## config.mk

```make
export PLATFORM = sky130hd
export DESIGN_NAME = hack_uart_tx
export DESIGN_NICKNAME = d
export VERILOG_FILES = /design/src/rtl/hack_uart_tx.sv
export SDC_FILE = /design/constraint.sdc
export NUM_CORES = 1
export LEC_CHECK = 0
export ABC_CLOCK_PERIOD_IN_PS = 5500
export CAP_MARGIN = 20
export CORE_UTILIZATION = 55
export CTS_BUF_LIST = sky130_fd_sc_hd__clkbuf_2
export DETAILED_ROUTE_END_ITERATION = 10
export PLACE_DENSITY_LB_ADDON = 0.25
export SLEW_MARGIN = 20
export SYNTH_ARGS = -nofsm -noshare
export SYNTH_HDL_FRONTEND = slang
export SYNTH_SLANG_ARGS = --single-unit
```

## constraint.sdc

```tcl
create_clock -name clk -period 5.5 [get_ports clk]
set_input_delay 1.1 -clock clk [delete_from_list [all_inputs] [get_ports clk]]
set_output_delay 1.1 -clock clk [all_outputs]
set_load 0.05 [all_outputs]
```

## src/rtl/hack_uart_tx.sv

```systemverilog
// Serializes 16-bit Hack words as two UART frames (low byte first, LSB first).
// Define HACK_UART_TX_PARITY_EN to switch framing from 8N1 to 8E1.
module hack_uart_tx #(
  parameter int CLKS_PER_BIT = 4
) (
  input  logic        clk,
  input  logic        rst,
  input  logic [15:0] in,
  input  logic        in_valid,
  output logic        in_ready,
  output logic        tx,
  output logic        busy,
  output logic        done
);

  localparam int CNT_W = (CLKS_PER_BIT > 1) ? $clog2(CLKS_PER_BIT) : 1;
  localparam logic [CNT_W-1:0] CNT_LAST = CNT_W'(CLKS_PER_BIT - 1);

  typedef enum logic [2:0] {
    S_IDLE,
    S_START,
    S_DATA,
`ifdef HACK_UART_TX_PARITY_EN
    S_PARITY,
`endif
    S_STOP
  } state_t;

  state_t           r_state;
  logic [CNT_W-1:0] r_cnt;
  logic [2:0]       r_bitIdx;
  logic             r_byteSel;
  logic [15:0]      r_data;
  logic             r_tx;
  logic             r_busy;
  logic             r_done;

  state_t           w_stateNext;
  logic [CNT_W-1:0] w_cntNext;
  logic [2:0]       w_bitIdxNext;
  logic             w_byteSelNext;
  logic [15:0]      w_dataNext;
  logic             w_busyNext;
  logic             w_doneNext;
  logic             w_txNext;
  logic             w_bitEnd;
  logic [7:0]       w_byteNext;

  always_ff @(posedge clk) begin
    if (rst) begin
      r_state   <= S_IDLE;
      r_cnt     <= '0;
      r_bitIdx  <= '0;
      r_byteSel <= 1'b0;
      r_data    <= '0;
      r_tx      <= 1'b1;
      r_busy    <= 1'b0;
      r_done    <= 1'b0;
    end else begin
      r_state   <= w_stateNext;
      r_cnt     <= w_cntNext;
      r_bitIdx  <= w_bitIdxNext;
      r_byteSel <= w_byteSelNext;
      r_data    <= w_dataNext;
      r_tx      <= w_txNext;
      r_busy    <= w_busyNext;
      r_done    <= w_doneNext;
    end
  end

  // The counter spans one bit period; every state change happens on its last cycle.
  always_comb begin
    w_stateNext   = r_state;
    w_cntNext     = r_cnt;
    w_bitIdxNext  = r_bitIdx;
    w_byteSelNext = r_byteSel;
    w_dataNext    = r_data;
    w_busyNext    = r_busy;
    w_doneNext    = 1'b0;
    w_bitEnd      = (r_cnt == CNT_LAST);

    if (r_state != S_IDLE) begin
      w_cntNext = w_bitEnd ? '0 : r_cnt + 1'b1;
    end

    case (r_state)
      S_IDLE: begin
        if (in_valid) begin
          w_stateNext   = S_START;
          w_cntNext     = '0;
          w_byteSelNext = 1'b0;
          w_dataNext    = in;
          w_busyNext    = 1'b1;
        end
      end
      S_START: begin
        if (w_bitEnd) begin
          w_stateNext  = S_DATA;
          w_bitIdxNext = 3'd0;
        end
      end
      S_DATA: begin
        if (w_bitEnd) begin
          if (r_bitIdx == 3'd7) begin
`ifdef HACK_UART_TX_PARITY_EN
            w_stateNext = S_PARITY;
`else
            w_stateNext = S_STOP;
`endif
          end else begin
            w_bitIdxNext = r_bitIdx + 3'd1;
          end
        end
      end
`ifdef HACK_UART_TX_PARITY_EN
      S_PARITY: begin
        if (w_bitEnd) begin
          w_stateNext = S_STOP;
        end
      end
`endif
      S_STOP: begin
        if (w_bitEnd) begin
          if (!r_byteSel) begin
            w_byteSelNext = 1'b1;
            w_stateNext   = S_START;
          end else begin
            w_stateNext = S_IDLE;
            w_busyNext  = 1'b0;
            w_doneNext  = 1'b1;
          end
        end
      end
      default: begin
        w_stateNext = S_IDLE;
        w_busyNext  = 1'b0;
      end
    endcase
  end

  // tx is registered from the next state, so the start bit appears right after acceptance.
  always_comb begin
    w_byteNext = w_byteSelNext ? w_dataNext[15:8] : w_dataNext[7:0];
    w_txNext   = 1'b1;
    case (w_stateNext)
      S_START:  w_txNext = 1'b0;
      S_DATA:   w_txNext = w_byteNext[w_bitIdxNext];
`ifdef HACK_UART_TX_PARITY_EN
      S_PARITY: w_txNext = ^w_byteNext;
`endif
      default:  w_txNext = 1'b1;
    endcase
  end

  assign in_ready = (r_state == S_IDLE) && !rst;
  assign tx       = r_tx;
  assign busy     = r_busy;
  assign done     = r_done;

endmodule
```

==> flow_summary_export.csv <==
group,metric,value,unit
final_layout,finalNonFillerCells,237,
hold_path,worst_hold_path_type,"reg2reg",
synth,synth-xor-area-share,0.00560,
die,die_w,55.3,um
sta,fmax,260,MHz
detailed_routing,drcViolationCount,0,
synth,synth_seq_area_share,0.358,
clocking,hold_buffers,0,
sta,finalMaxSlewViolations,0,
die,dieArea,3060,um2
sta,fin_crit_sh,0.700,
worst_setup_path,path_max_fanout,25,
synth,synth_cell_types,45,
final_layout,area_growth,14.2,%
clocking,cts_buffers,3,
pwr,vdd.ir_drop.worst,0.239,mV
die,core_area,2590,um2
sta,finalCriticalPeriod,3850,ps
detailed_routing,vias_per_cell,5.87,
final_layout,drive_gt1_frac,0.0773,
detailed_routing,num_vias,1392,
detailed_routing,ant_nets,0,
die,die_h,55.3,um
clocking,cts.sink_count,28,
worst_setup_path,start_kind,"input pin",
worst_setup_path,crit_path_end_kind,"output pin",
global_route,grt_use_total,0.222,
final_layout,nNetsFinal,229,
detailed_routing,wl_per_cell,13.6,um
pwr,power_leakage,0.000724,uW
die,io-pin-count,23,
synth,synth_warnings,0,
worst_setup_path,crit_type,"in2out",
pwr,power.density,223,nW/um2
job,maxCapViolCount,0,
synth,synth_compound_area_frac,0.217,
status,status,"finished clean",
placement,hpwl,2280,um
synth,synth.net_count,214,
global_route,grt_pass1_wl,5610,um
global_route,grt_overflow,0,
sta,tns,0,ps
synth,synth-seq-cells,28,
final_layout,diodes,0,
clocking,cts_max_level,1,
clocking,path_clk_slew,260,ps
worst_setup_path,slowest_delay,850,ps
sta,hold_viol,0,
global_route,grt_pass1_vias,1235,
worst_setup_path,crit_chain,"clkdlybuf4s50_1, buf_4, nor4_1, clkdlybuf4s50_1",
detailed_routing,drt_iter0_markers,72,
worst_setup_path,crit_slowest_cell,"clkdlybuf4s50_1",
synth,netlist_instances,193,
placement,routabilityCongestion,0.832,
global_route,antenna_found_initial,0,
detailed_routing,wirelength,3230,um
detailed_routing,first_pass_iters,4,
clocking,post_cts_resized,0,
worst_setup_path,arrival,2750,ps
clocking,clk_path_buf_depth,2,
worst_setup_path,crit_top_cell,"clkdlybuf4s50_1",
synth,yosys.area_share.simple,0.262,
synth,synthesis.area,1570,um2
clocking,clk_latency,360,ps
sta,worst_pin_slew,740,ps
die,rows,18,
synth,muxShareOfSynthArea,0.0608,
placement,io_buffer_count,22,
placement,dp.cells,233,
clocking,cts_setup_buffers,0,
synth,synthAdderAreaFrac,0.0160,
global_route,grt_max_degree,26,
synth,synth_top_family_by_area,"simple AND/OR/NAND/NOR gates",
clocking,root_buffer,"clkbuf_2",
sta,max_slew_margin,0.506,
worst_setup_path,crit_required,4400,ps
sta,rsz0062_at_grt,"no",
sta,skew,2.36,ps
clocking,cts_tree,"built",
die,initial_core_util,0.604,
synth,syn_area_per_cell,8.11,um2
sta,setup-violations-final,0,
worst max-delay path: cells and delay by family:
kind,cells,cell delay [ps]
buffers and inverters,3,1460
and+or+nand+nor,1,190
registers in the layout, summed over array words and instances (netlist names):
name       count
r_cnt          2
done           1
r_byteSel      1
r_bitIdx       3
r_data        16
r_state        3
tx             1
busy           1
per-stage QoR:
step | worst slack (ps) | hold slack (ps) | total power, uW | area [um2] | utilization
floorplan | 1700 | 432 | 258 | 1570 | -
global placement | 1660 | 438 | 277 | 1740 | 0.673
detailed placement | 1660 | 451 | 278 | 1740 | 0.673
CTS | 1660 | 478 | 401 | 1790 | 0.690
global route | 1600 | 488 | 419 | 1790 | 0.690
finish | 1650 | 479 | 400 | 1790 | 0.690
placed cells by master, fill, tap and decap left out, drive strengths merged, types with 5 or more instances in the layout:
cell type | synthesis | routed
dfxtp | 28 | 28
clkdlybuf4s50 | 0 | 22
a2111oi | 5 | 5
nor2 | 19 | 19
inv | 7 | 7
nor3 | 6 | 6
mux2i | 8 | 8
a21oi | 20 | 20
nand2 | 37 | 37
final cells by class:
cell class / count / area, um2
clock buffer: 3 / 15.0
clock inverter: 1 / 30.0
fill: 212 / 802
inverter: 7 / 26.3
multi-input combinational: 144 / 883
sequential: 28 / 561
tap: 30 / 37.5
timing repair buffer: 24 / 235
cells in the mapped netlist (all sizes together):
cell type,instances,area [um2]
nand2,37,139
dfxtp,28,561
a21oi,20,100
nor2,19,71.3
buf,8,72.6
mux2i,8,80.1
inv,7,26.3
clkbuf,6,22.5
nor3,6,30.0
a2111oi,5,52.6
a211oi,4,30.0
nor2b,4,25.0
o21ai,4,20.0
a31oi,3,18.8
nand3,3,15.0
nor3b,3,22.5
a2bb2oi,2,17.5
and2b,2,17.5
ha,2,25.0
nor4,2,12.5
o311ai,2,35.0
or2,2,12.5
a211o,1,8.76
a21boi,1,7.51
a221oi,1,8.76
a32oi,1,8.76
a41o,1,10.0
and2,1,6.26
and3b,1,8.76
conb,1,3.75
mux2,1,15.0
nand2b,1,6.26
nand3b,1,20.0
nor4b,1,23.8
o21a,1,7.51
o22ai,1,6.26
o2bb2ai,1,8.76
xor2,1,8.76
cells by family after synthesis:
family / after synthesis
buf+inv: 21
mux: 9
flops: 28
compound gates: 48
other cells: 1
simple gates: 83
fa+ha+maj: 2
xor+xnor: 1
final timing paths:
path	from	endpoint	slack [ps]	depth (start not counted)
max	rst	in_ready	1650	4
min	r_data[13]	r_data[13]	480	2
max reg2reg	r_state[0]	tx	2670	7
min reg2reg	r_data[13]	r_data[13]	480	2
routing by layer:
metal,vias up,global-route usage,share of wire
li1,702,-,-
met1,645,0.316,0.48
met2,43,0.346,0.46
met3,2,0.0562,0.053
met4,0,0.0357,0.0043
met5,-,0,0
power by group:
group | internal, uW | switching (uW) | total (uW)
registers | 212 | 8.04 | 220
logic | 27.4 | 28.2 | 55.6
clock network | 62.5 | 61.4 | 124
total | 302 | 97.6 | 400
No activity file was read; power rests on OpenSTA's default activity.
